--- src/rtl/spi_wb_bridge_pkg.sv ---
// Shared constants and state types for the SPI-to-Wishbone bridge.
package spi_wb_bridge_pkg;

   localparam logic [7:0] CMD_WRITE   = 8'h02;
   localparam logic [7:0] CMD_READ    = 8'h03;

   // Byte indices within a frame; byte 0 is the command byte.
   localparam logic [3:0] ADDR_LAST   = 4'd4;
   localparam logic [3:0] WDATA_LAST  = 4'd8;
   localparam logic [3:0] DUMMY_BYTE  = 4'd5;
   localparam logic [3:0] RDATA_FIRST = 4'd6;
   localparam logic [3:0] RDATA_LAST  = 4'd9;

   typedef enum logic [2:0] {
      IDLE,
      CMD,
      ADDR,
      WDATA,
      DUMMY,
      RDATA,
      IGNORE
   } spi_state_t;

   typedef enum logic {
      WB_IDLE,
      WB_BUSY
   } wb_state_t;

   function automatic logic is_valid_cmd(input logic [7:0] cmd);
      return (cmd == CMD_WRITE) || (cmd == CMD_READ);
   endfunction

endpackage

--- src/rtl/spi_wb_bridge_if.sv ---
// Wishbone master bus of the bridge, bundled so the bridge and the slave share one port.
interface spi_wb_bridge_if;

   logic [31:0] wb_adr_o;
   logic [31:0] wb_dat_o;
   logic [31:0] wb_dat_i;
   logic [3:0]  wb_sel_o;
   logic        wb_we_o;
   logic        wb_cyc_o;
   logic        wb_stb_o;
   logic        wb_ack_i;

   modport master (
      output wb_adr_o, wb_dat_o, wb_sel_o, wb_we_o, wb_cyc_o, wb_stb_o,
      input  wb_dat_i, wb_ack_i
   );

   modport slave (
      input  wb_adr_o, wb_dat_o, wb_sel_o, wb_we_o, wb_cyc_o, wb_stb_o,
      output wb_dat_i, wb_ack_i
   );

endinterface

--- src/rtl/spi_sync.sv ---
// Brings the asynchronous SPI host lines into the clk domain and derives edge strobes.
module spi_sync (
   input  logic clk,
   input  logic rst,
   input  logic sck,
   input  logic ssn,
   input  logic mosi,
   output logic sck_rise,
   output logic sck_fall,
   output logic ssn_rise,
   output logic ssn_fall,
   output logic ssn_sync,
   output logic mosi_sync
);

   logic sck_meta, sck_sync, sck_dly;
   logic ssn_meta, ssn_dly;
   logic mosi_meta;

   // Reset values match an idle bus: slave deselected, clock low.
   always_ff @(posedge clk or negedge rst) begin
      if (!rst) begin
         sck_meta  <= 1'b0;
         sck_sync  <= 1'b0;
         sck_dly   <= 1'b0;
         ssn_meta  <= 1'b1;
         ssn_sync  <= 1'b1;
         ssn_dly   <= 1'b1;
         mosi_meta <= 1'b0;
         mosi_sync <= 1'b0;
      end else begin
         sck_meta  <= sck;
         sck_sync  <= sck_meta;
         sck_dly   <= sck_sync;
         ssn_meta  <= ssn;
         ssn_sync  <= ssn_meta;
         ssn_dly   <= ssn_sync;
         mosi_meta <= mosi;
         mosi_sync <= mosi_meta;
      end
   end

   assign sck_rise = sck_sync & ~sck_dly;
   assign sck_fall = ~sck_sync & sck_dly;
   assign ssn_rise = ssn_sync & ~ssn_dly;
   assign ssn_fall = ~ssn_sync & ssn_dly;

endmodule

--- src/rtl/spi_wb_bridge.sv ---
// SPI mode-0 slave that turns WRITE/READ command frames into single Wishbone cycles.
module spi_wb_bridge
   import spi_wb_bridge_pkg::*;
#(
   parameter int          CLK_DIV_MIN = 8,
   parameter logic [31:0] ADR_MASK    = 32'hFFFFFFFC
) (
   input  logic            clk,
   input  logic            rst,
   input  logic            spi_sck,
   input  logic            spi_ssn,
   input  logic            spi_mosi,
   output logic            spi_miso,
   output logic            spi_miso_oe,
   output logic            busy,
   spi_wb_bridge_if.master wb
);

   if (CLK_DIV_MIN < 4) begin : g_clk_div_check
      $error("spi_wb_bridge: CLK_DIV_MIN below 4 cannot be tracked by the synchronizers");
   end

   logic sck_rise, sck_fall, ssn_rise, ssn_fall, ssn_sync, mosi_sync;

   spi_state_t  state, state_nxt;
   wb_state_t   wb_state, wb_state_nxt;

   logic [2:0]  bit_cnt;
   logic [3:0]  byte_cnt;
   logic [6:0]  cmd_sr;
   logic [7:0]  cmd_byte;
   logic        is_write;
   logic [31:0] adr_reg;
   logic [30:0] wdat_reg;
   logic [31:0] tx_sr;
   logic [31:0] tx_word;
   logic [31:0] rd_word;
   logic        rd_pending;
   logic        rd_ready;

   logic        active;
   logic        byte_done;
   logic        wr_req;
   logic        rd_req;
   logic [31:0] req_adr;
   logic [31:0] req_dat;

   spi_sync u_sync (
      .clk       (clk),
      .rst       (rst),
      .sck       (spi_sck),
      .ssn       (spi_ssn),
      .mosi      (spi_mosi),
      .sck_rise  (sck_rise),
      .sck_fall  (sck_fall),
      .ssn_rise  (ssn_rise),
      .ssn_fall  (ssn_fall),
      .ssn_sync  (ssn_sync),
      .mosi_sync (mosi_sync)
   );

   assign active    = state inside {CMD, ADDR, WDATA, DUMMY, RDATA};
   assign byte_done = active && sck_rise && (bit_cnt == 3'd7);
   assign cmd_byte  = {cmd_sr, mosi_sync};

   // Requests fire on the rising edge of the final bit, so that bit comes straight from MOSI.
   assign wr_req  = (state == WDATA) && byte_done && (byte_cnt == WDATA_LAST) && !ssn_rise;
   assign rd_req  = (state == ADDR) && byte_done && (byte_cnt == ADDR_LAST) && !is_write && !ssn_rise;
   assign req_adr = wr_req ? adr_reg : {adr_reg[30:0], mosi_sync};
   assign req_dat = wr_req ? {wdat_reg, mosi_sync} : 32'h0;

   always_ff @(posedge clk or negedge rst) begin
      if (!rst) begin
         state <= IDLE;
      end else begin
         state <= state_nxt;
      end
   end

   always_comb begin
      state_nxt = state;
      if (ssn_rise) begin
         state_nxt = IDLE;
      end else begin
         case (state)
            IDLE:   if (ssn_fall) state_nxt = CMD;
            CMD:    if (byte_done) state_nxt = is_valid_cmd(cmd_byte) ? ADDR : IGNORE;
            ADDR:   if (byte_done && (byte_cnt == ADDR_LAST)) state_nxt = is_write ? WDATA : DUMMY;
            WDATA:  if (byte_done && (byte_cnt == WDATA_LAST)) state_nxt = IGNORE;
            DUMMY:  if (byte_done && (byte_cnt == DUMMY_BYTE)) state_nxt = RDATA;
            RDATA:  if (byte_done && (byte_cnt == RDATA_LAST)) state_nxt = IGNORE;
            IGNORE: state_nxt = IGNORE;
            default: state_nxt = IDLE;
         endcase
      end
   end

   always_ff @(posedge clk or negedge rst) begin
      if (!rst) begin
         bit_cnt  <= 3'd0;
         byte_cnt <= 4'd0;
      end else if (ssn_fall) begin
         bit_cnt  <= 3'd0;
         byte_cnt <= 4'd0;
      end else if (active && sck_rise) begin
         bit_cnt <= bit_cnt + 3'd1;
         if (bit_cnt == 3'd7) begin
            byte_cnt <= byte_cnt + 4'd1;
         end
      end
   end

   always_ff @(posedge clk or negedge rst) begin
      if (!rst) begin
         cmd_sr   <= 7'h0;
         adr_reg  <= 32'h0;
         wdat_reg <= 31'h0;
         is_write <= 1'b0;
      end else if (sck_rise) begin
         case (state)
            CMD: begin
               cmd_sr <= cmd_byte[6:0];
               if (bit_cnt == 3'd7) begin
                  is_write <= (cmd_byte == CMD_WRITE);
               end
            end
            ADDR:    adr_reg  <= {adr_reg[30:0], mosi_sync};
            WDATA:   wdat_reg <= {wdat_reg[29:0], mosi_sync};
            default: ;
         endcase
      end
   end

   always_ff @(posedge clk or negedge rst) begin
      if (!rst) begin
         wb_state <= WB_IDLE;
      end else begin
         wb_state <= wb_state_nxt;
      end
   end

   // Requests seen while a cycle is still outstanding are simply dropped.
   always_comb begin
      wb_state_nxt = wb_state;
      case (wb_state)
         WB_IDLE: if (wr_req || rd_req) wb_state_nxt = WB_BUSY;
         WB_BUSY: if (wb.wb_ack_i) wb_state_nxt = WB_IDLE;
         default: wb_state_nxt = WB_IDLE;
      endcase
   end

   always_ff @(posedge clk or negedge rst) begin
      if (!rst) begin
         wb.wb_cyc_o <= 1'b0;
         wb.wb_stb_o <= 1'b0;
         wb.wb_we_o  <= 1'b0;
         wb.wb_sel_o <= 4'h0;
         wb.wb_adr_o <= 32'h0;
         wb.wb_dat_o <= 32'h0;
      end else if ((wb_state == WB_IDLE) && (wr_req || rd_req)) begin
         wb.wb_cyc_o <= 1'b1;
         wb.wb_stb_o <= 1'b1;
         wb.wb_we_o  <= wr_req;
         wb.wb_sel_o <= 4'hF;
         wb.wb_adr_o <= req_adr & ADR_MASK;
         wb.wb_dat_o <= req_dat;
      end else if ((wb_state == WB_BUSY) && wb.wb_ack_i) begin
         wb.wb_cyc_o <= 1'b0;
         wb.wb_stb_o <= 1'b0;
         wb.wb_we_o  <= 1'b0;
      end
   end

   assign busy = (wb_state == WB_BUSY);

   // Read data only counts if its frame is still open; an abort leaves the cycle to finish unheard.
   always_ff @(posedge clk or negedge rst) begin
      if (!rst) begin
         rd_pending <= 1'b0;
         rd_ready   <= 1'b0;
         rd_word    <= 32'h0;
      end else if (ssn_fall || ssn_rise) begin
         rd_pending <= 1'b0;
         rd_ready   <= 1'b0;
      end else begin
         if (rd_req && (wb_state == WB_IDLE)) begin
            rd_pending <= 1'b1;
         end
         if ((wb_state == WB_BUSY) && wb.wb_ack_i && rd_pending) begin
            rd_word    <= wb.wb_dat_i;
            rd_ready   <= 1'b1;
            rd_pending <= 1'b0;
         end
      end
   end

   assign tx_word = rd_ready ? rd_word : 32'hFFFFFFFF;

   // The word is latched on the sck fall that ends the dummy byte, putting bit 31 out ahead of the first rise.
   always_ff @(posedge clk or negedge rst) begin
      if (!rst) begin
         spi_miso <= 1'b0;
         tx_sr    <= 32'h0;
      end else if (ssn_fall || ssn_rise) begin
         spi_miso <= 1'b0;
      end else if (sck_fall) begin
         if (state == RDATA) begin
            if ((byte_cnt == RDATA_FIRST) && (bit_cnt == 3'd0)) begin
               spi_miso <= tx_word[31];
               tx_sr    <= {tx_word[30:0], 1'b0};
            end else begin
               spi_miso <= tx_sr[31];
               tx_sr    <= {tx_sr[30:0], 1'b0};
            end
         end else begin
            spi_miso <= 1'b0;
         end
      end
   end

   assign spi_miso_oe = ~ssn_sync;

endmodule

--- src/flat_wrapper.sv ---
// flat-port wrapper written by rule: the top's interface ports become plain ports
module spi_wb_bridge_flat import spi_wb_bridge_pkg::*;
#(
   parameter int          CLK_DIV_MIN = 8,
   parameter logic [31:0] ADR_MASK    = 32'hFFFFFFFC
)
  (clk, rst, spi_sck, spi_ssn, spi_mosi, spi_miso, spi_miso_oe, busy, wb_wb_adr_o, wb_wb_dat_o, wb_wb_sel_o, wb_wb_we_o, wb_wb_cyc_o, wb_wb_stb_o, wb_wb_dat_i, wb_wb_ack_i);
  spi_wb_bridge_if wb_i ();
  input  logic clk;
  input  logic rst;
  input  logic spi_sck;
  input  logic spi_ssn;
  input  logic spi_mosi;
  output logic spi_miso;
  output logic spi_miso_oe;
  output logic busy;
  output wire logic [$bits(wb_i.wb_adr_o)-1:0] wb_wb_adr_o;
  output wire logic [$bits(wb_i.wb_dat_o)-1:0] wb_wb_dat_o;
  output wire logic [$bits(wb_i.wb_sel_o)-1:0] wb_wb_sel_o;
  output wire logic [$bits(wb_i.wb_we_o)-1:0] wb_wb_we_o;
  output wire logic [$bits(wb_i.wb_cyc_o)-1:0] wb_wb_cyc_o;
  output wire logic [$bits(wb_i.wb_stb_o)-1:0] wb_wb_stb_o;
  input wire logic [$bits(wb_i.wb_dat_i)-1:0] wb_wb_dat_i;
  input wire logic [$bits(wb_i.wb_ack_i)-1:0] wb_wb_ack_i;
  assign wb_wb_adr_o = wb_i.wb_adr_o;
  assign wb_wb_dat_o = wb_i.wb_dat_o;
  assign wb_wb_sel_o = wb_i.wb_sel_o;
  assign wb_wb_we_o = wb_i.wb_we_o;
  assign wb_wb_cyc_o = wb_i.wb_cyc_o;
  assign wb_wb_stb_o = wb_i.wb_stb_o;
  assign wb_i.wb_dat_i = wb_wb_dat_i;
  assign wb_i.wb_ack_i = wb_wb_ack_i;
  spi_wb_bridge #(.CLK_DIV_MIN(CLK_DIV_MIN), .ADR_MASK(ADR_MASK)) u_core (.clk(clk), .rst(rst), .spi_sck(spi_sck), .spi_ssn(spi_ssn), .spi_mosi(spi_mosi), .spi_miso(spi_miso), .spi_miso_oe(spi_miso_oe), .busy(busy), .wb(wb_i));
endmodule
--- config.mk ---
export PLATFORM = sky130hd
export DESIGN_NAME = spi_wb_bridge_flat
export DESIGN_NICKNAME = d
export VERILOG_FILES = /design/src/rtl/spi_wb_bridge_pkg.sv /design/src/rtl/spi_wb_bridge_if.sv /design/src/rtl/spi_sync.sv /design/src/rtl/spi_wb_bridge.sv /design/src/flat_wrapper.sv
export SDC_FILE = /design/constraint.sdc
export NUM_CORES = 1
export LEC_CHECK = 0
export CAP_MARGIN = 10
export CELL_PAD_IN_SITES_DETAIL_PLACEMENT = 1
export CELL_PAD_IN_SITES_GLOBAL_PLACEMENT = 1
export CORE_MARGIN = 8
export CORE_UTILIZATION = 49
export DETAILED_ROUTE_END_ITERATION = 7
export PLACE_DENSITY = 0.88
export SYNTH_ARGS = -nofsm -noshare
export SYNTH_HDL_FRONTEND = slang
export SYNTH_SLANG_ARGS = --single-unit
--- constraint.sdc ---
create_clock -name clk -period 3.16 [get_ports clk]
set_clock_uncertainty 0.1 [all_clocks]
set_input_delay 0.632 -clock clk [delete_from_list [all_inputs] [get_ports clk]]
set_output_delay 0.632 -clock clk [all_outputs]
set_load 0.02 [all_outputs]
==> results of run 1 <==
==> cell usage in the layout, fill, tap and decap left out, drive strengths merged, types with 3 or more instances in the layout <==
cell type,netlist,final
dfrtp,218,218
clkdlybuf4s50,0,108
mux2,101,101
o21ai,100,100
nand2,74,74
mux2i,34,34
nand3b,33,33
clkbuf,22,33
a22o,31,31
buf,33,12
inv,11,11
nor2,9,9
ha,9,9
nor2b,9,9
nand3,8,8
a21oi,4,4
clkinvlp,0,4
nand4,3,3
nor3,3,3
clkinv,0,3
bufinv,0,3
dfstp,3,3
nor3b,3,3
==> worst paths after layout <==
check                                       startpoint                     end  slack, ns  depth (start not counted)
worst max-delay path                   u_core.state[1]  u_core.wb.wb_adr_o[26]       0.39                          5
worst min-delay path                               rst      u_core.rd_word[17]       0.03                          1
worst max register to register         u_core.state[1]  u_core.wb.wb_adr_o[26]       0.39                          5
worst min register to register  u_core.u_sync.ssn_meta  u_core.u_sync.ssn_sync       0.26                          0
max in group asynchronous                          rst  u_core.u_sync.ssn_meta       2.06                          2
min in group clk                u_core.u_sync.ssn_meta  u_core.u_sync.ssn_sync       0.26                          0
==> metrics by stage <==
stage                     hold slack (ns)  setup WS [ns]  cells  power [mW]
after CTS                          0.0372          0.345   1085        6.33
after detailed placement            0.246          0.481   1043        3.47
after global placement              0.241          0.654   1043        3.42
final                              0.0293          0.391   1085        6.27
after global routing               0.0585          0.147   1085        6.48
after floorplan                     0.231           1.05    743        3.28
==> routing by layer <==
metal | up-vias | part of all wire (%) | GRT usage [%]
met4 | 0 | 1.4 | 3.73
met1 | 3118 | 42 | 23.3
met5 | - | 0 | 0
met2 | 120 | 51 | 34.3
li1 | 2792 | - | -
met3 | 29 | 5.1 | 4.43
==> power by group <==
part           leakage [nW]  switching, mW  internal (mW)
Combinational          1.87          0.233          0.200
Sequential             3.06         0.0910           2.90
Clock                 0.383           1.11           1.74
Total                  5.32           1.44           4.83
==> cell type report <==
type / count / area (um^2) / share of cell area (%)
clock buffer: 32 / 672 / 5.93
clock inverter: 10 / 135 / 1.19
inverter: 11 / 41.3 / 0.364
multi-input combinational: 456 / 3430 / 30.2
sequential: 221 / 5530 / 48.8
tap: 234 / 293 / 2.58
timing repair buffer: 121 / 1230 / 10.9
==> logic make-up after synthesis <==
logic type	count (synthesis)
multiplexers	135
other	1
flip-flops	221
AO/OA/AOI/OAI	147
adder cells (fa/ha/maj)	9
AND/OR/NAND/NOR	160
buffers and inverters	66
XOR/XNOR	3
==> impl_metrics.json, run 1 <==
{
  "path_buf_inv": 0,
  "cts-root-buf": "clkbuf_16",
  "ys_top_cells_by_count": "dfrtp_1, mux2_2, nand2_1",
  "post-synth-top-count-cell": "dfrtp_1",
  "antenna_found_initial": 0,
  "synthSimpleGateAreaFrac_pct": 9.46,
  "status": "completed",
  "synth-seq-cells": 221,
  "avgSynthCellArea_um2": 12.5,
  "dpl-instance-area_um2": 10500,
  "post_cts_resized": 0,
  "drt_iter0_markers": 320,
  "netlist_instances": 742,
  "vias": 6059,
  "synth-adder-area-share_pct": 1.21,
  "wire_per_inst_um": 20.9,
  "setup_tns_ns": 0,
  "synth_flop_cell": "dfrtp_1",
  "drc": 0,
  "finalSetupViolations": 0,
  "path_cells": "nand2_1 -> nor3b_2 -> nand4b_4 -> mux2i_1 -> o21ai_1",
  "drt_first_pass_iters": 4,
  "critPathKind": "register to register",
  "grt_overflow": 0,
  "dieArea_um2": 23600,
  "antenna_cells": 0,
  "crit_path_end_kind": "register",
  "slowest_stage": "nand4b_4",
  "drive_gt1_share_pct": 19.6,
  "grt_pass1_wl_um": 37200,
  "nFillCells": 1846,
  "grt_usage_pct": 19.2,
  "max-slew-margin-rel_pct": 28.8,
  "cts_hold_buf": 0,
  "htree_levels": 1,
  "gp_congestion": 0.821,
  "max_freq_mhz": 361,
  "wl_um": 22700,
  "finalMaxSlewViolations": 0,
  "p_leak_nw": 5.32,
  "worstPathRequired_ns": 3.43,
  "grt_max_degree": 71,
  "grt_pass1_vias": 6777,
  "rows": 50,
  "yosysWarnings": 0,
  "maxCapViolations": 0,
  "io_buffers": 109,
  "syn_area_um2": 9300,
  "fin_crit_ns": 2.77,
  "worstSetupStartpointType": "register",
  "fp.dieH_um": 154,
  "seq_area_frac_synth_pct": 59.5,
  "cts_tree": "built",
  "worst_pin_slew_ns": 1.07,
  "ys_async_sr_fraction_pct": 100,
  "synthXorXnorAreaFrac_pct": 0.282,
  "die_w_um": 154,
  "cts_setup_buffers": 0,
  "hp-class": "input port to async pin",
  "fin_area_um2": 11300,
  "io_pins": 112,
  "irDropWorstVdd_uv": 424,
  "period_share_pct": 87.6,
  "core-area_um2": 18600,
  "cp_max_fo": 31,
  "cpLargestDelayFamily": "simple AND/OR/NAND/NOR gates",
  "initial_utilization_pct": 49.9,
  "clk_pin_slew_ns": 0.06,
  "synth_edf_count": 0,
  "synth_top_family_by_area": "multiplexers",
  "rsz0062_at_grt": "no",
  "clockBufferDepth": 3,
  "drtAntennaViolNets": 0,
  "netlist-cell-type-count": 53,
  "clkLatencyLatePin_ns": 0.51,
  "dpl.hpwl_um": 14600,
  "numClockSinks": 221,
  "synth-compound-area-share_pct": 9.72,
  "syn2layout_area_growth_pct": 21.9,
  "nNetsFinal": 882,
  "worstPathArrival_ns": 3.04,
  "hold_viol_final": 0,
  "ys_top_cells_by_area": "dfrtp_1, mux2_2, o21ai_0",
  "slowest_delay_ns": 0.68,
  "synth_top_area_share_pct": 58.6,
  "cts_buffers": 24,
  "yosysTopAreaCell": "dfrtp_1",
  "post_drt_via_cell_ratio": 5.58,
  "final_core_util_pct": 60.8,
  "muxShareOfSynthArea_pct": 15.9,
  "p_per_area_nw_per_um2": 553
}
(Power assumes the default switching activity.)
==> inputs of run 2 (changes only) <==
--- a/config.mk
+++ b/config.mk
@@ -10,6 +10,7 @@
 export CELL_PAD_IN_SITES_GLOBAL_PLACEMENT = 1
 export CORE_MARGIN = 8
 export CORE_UTILIZATION = 49
+export CTS_CLUSTER_SIZE = 10
 export DETAILED_ROUTE_END_ITERATION = 7
 export PLACE_DENSITY = 0.88
 export SYNTH_ARGS = -nofsm -noshare
==> run 2 against run 1 <==
Count of clock-buffer cells in the layout is 6 higher; first-iteration DRC count is 13% lower; design area down 0.66%; flip-flop and latch count is the same; critical path depth is the same; clock power is 7.0% lower; sequential share of layout area up 0.33 points; largest power group unchanged; global-route usage increased by 0.57 points; sequential power about the same; combinational power about the same; worst setup slack better by 0.0020 ns.
==> impl_metrics.json, run 2 (synthesized netlist as in run 1, its figures left out) <==
{
  "grt_max_degree": 71,
  "worstSetupStartpointType": "register",
  "stdcell_count": 1082,
  "clk_pin_slew_ns": 0.06,
  "dieArea_um2": 23600,
  "rr_worst_depth": 5,
  "rr_endpoint": "u_core.wb.wb_adr_o[8]",
  "status": "completed",
  "layout.cells.most_common": "dfrtp_1",
  "dpl-instance-area_um2": 10500,
  "dpl.hpwl_um": 14600,
  "critPathKind": "register to register",
  "drtAntennaViolNets": 0,
  "setup_tns_ns": 0,
  "final_cell_mix": "dfrtp_1, clkdlybuf4s50_1, mux2_2",
  "max_freq_mhz": 361,
  "wl_um": 23200,
  "cts_tree": "built",
  "hold_viol_final": 0,
  "grt_pass1_vias": 6943,
  "cpLargestDelayFamily": "simple AND/OR/NAND/NOR gates",
  "cts_hold_buf": 0,
  "path_buf_inv": 0,
  "clockBufferDepth": 3,
  "syn2layout_area_growth_pct": 21.0,
  "grt_usage_pct": 19.8,
  "nNetsFinal": 884,
  "numClockSinks": 221,
  "htree_levels": 1,
  "max-slew-margin-rel_pct": 25.5,
  "irDropWorstVdd_uv": 343,
  "worst_pin_slew_ns": 1.12,
  "slowest_stage": "nand4b_4",
  "rows": 50,
  "dp.cells": 1043,
  "finalMaxSlewViolations": 0,
  "worstPathArrival_ns": 3.05,
  "drc": 0,
  "io_pins": 112,
  "finalSetupViolations": 0,
  "die_w_um": 154,
  "drt_iter0_markers": 280,
  "antenna_cells": 0,
  "place_ws_ns": 0.481,
  "worst_slack_ns": 0.393,
  "post_cts_resized": 0,
  "maxCapViolations": 0,
  "rrSetupSlack_ns": 0.39,
  "rsz0062_at_grt": "no",
  "cts_buffers": 26,
  "io_buffers": 109,
  "antenna_found_initial": 0,
  "hp-class": "input port to async pin",
  "drive_gt1_share_pct": 18.8,
  "fin_area_um2": 11300,
  "cts_setup_buffers": 0,
  "gp_congestion": 0.821,
  "slowest_delay_ns": 0.68,
  "path_cells": "nand2_1 -> nor3b_2 -> nand4b_4 -> mux2i_1 -> o21ai_1",
  "p_leak_nw": 5.29,
  "vias": 6249,
  "fin_crit_ns": 2.77,
  "reg2reg_from": "u_core.state[1]",
  "core-area_um2": 18600,
  "nFillCells": 1849,
  "cts-root-buf": "clkbuf_16",
  "clkLatencyLatePin_ns": 0.52,
  "crit_path_end_kind": "register",
  "grt_overflow": 0,
  "post_drt_via_cell_ratio": 5.78,
  "cp_num_cells": 5,
  "p_per_area_nw_per_um2": 540,
  "fp.dieH_um": 154,
  "wire_per_inst_um": 21.5,
  "worstPathRequired_ns": 3.45,
  "final_core_util_pct": 60.4,
  "cp_max_fo": 31,
  "drt_first_pass_iters": 6,
  "initial_utilization_pct": 49.9,
  "grt_pass1_wl_um": 38300,
  "period_share_pct": 87.6
}
## run 2: final cells by class
type                       count  area (um^2)  share of cell area [%]
clock buffer                  38          727                    6.46
clock inverter                 1         5.00                  0.0444
inverter                      11         41.3                   0.367
multi-input combinational    456         3430                    30.4
sequential                   221         5530                    49.1
tap                          234          293                    2.60
timing repair buffer         121         1230                    11.0
## run 2: routing by layer
layer	global-route usage, %	vias up	part of all wire [%]
met4	5.69	0	2.2
met1	24.1	3255	41
li1	-	2794	-
met5	0	-	0
met2	35.0	153	51
met3	3.90	47	5.7
## run 2: metrics by stage
stage                     hold slack, ns  total power [mW]
after global placement             0.241              3.42
after global routing              0.0441              6.27
after detailed placement           0.246              3.47
after CTS                         0.0133              6.13
after floorplan                    0.231              3.28
final                            0.00523              6.08
## run 2: how the worst max path moves through the flow
stage	start	end	slack (ns)
after detailed placement	u_core.state[1]	u_core.wb.wb_adr_o[28]	0.48
final	u_core.state[1]	u_core.wb.wb_adr_o[8]	0.39
after floorplan	u_core.u_sync.ssn_dly	u_core.wb.wb_dat_o[25]	1.05
after CTS	u_core.state[1]	u_core.wb.wb_adr_o[8]	0.37
after global placement	u_core.state[0]	u_core.wb.wb_adr_o[29]	0.65
after global routing	u_core.state[1]	u_core.wb.wb_adr_o[8]	0.19
## run 2: where the power goes
part | internal, mW | switching, mW
clock | 1.56 | 1.09
combinational | 0.200 | 0.234
sequential | 2.90 | 0.0919
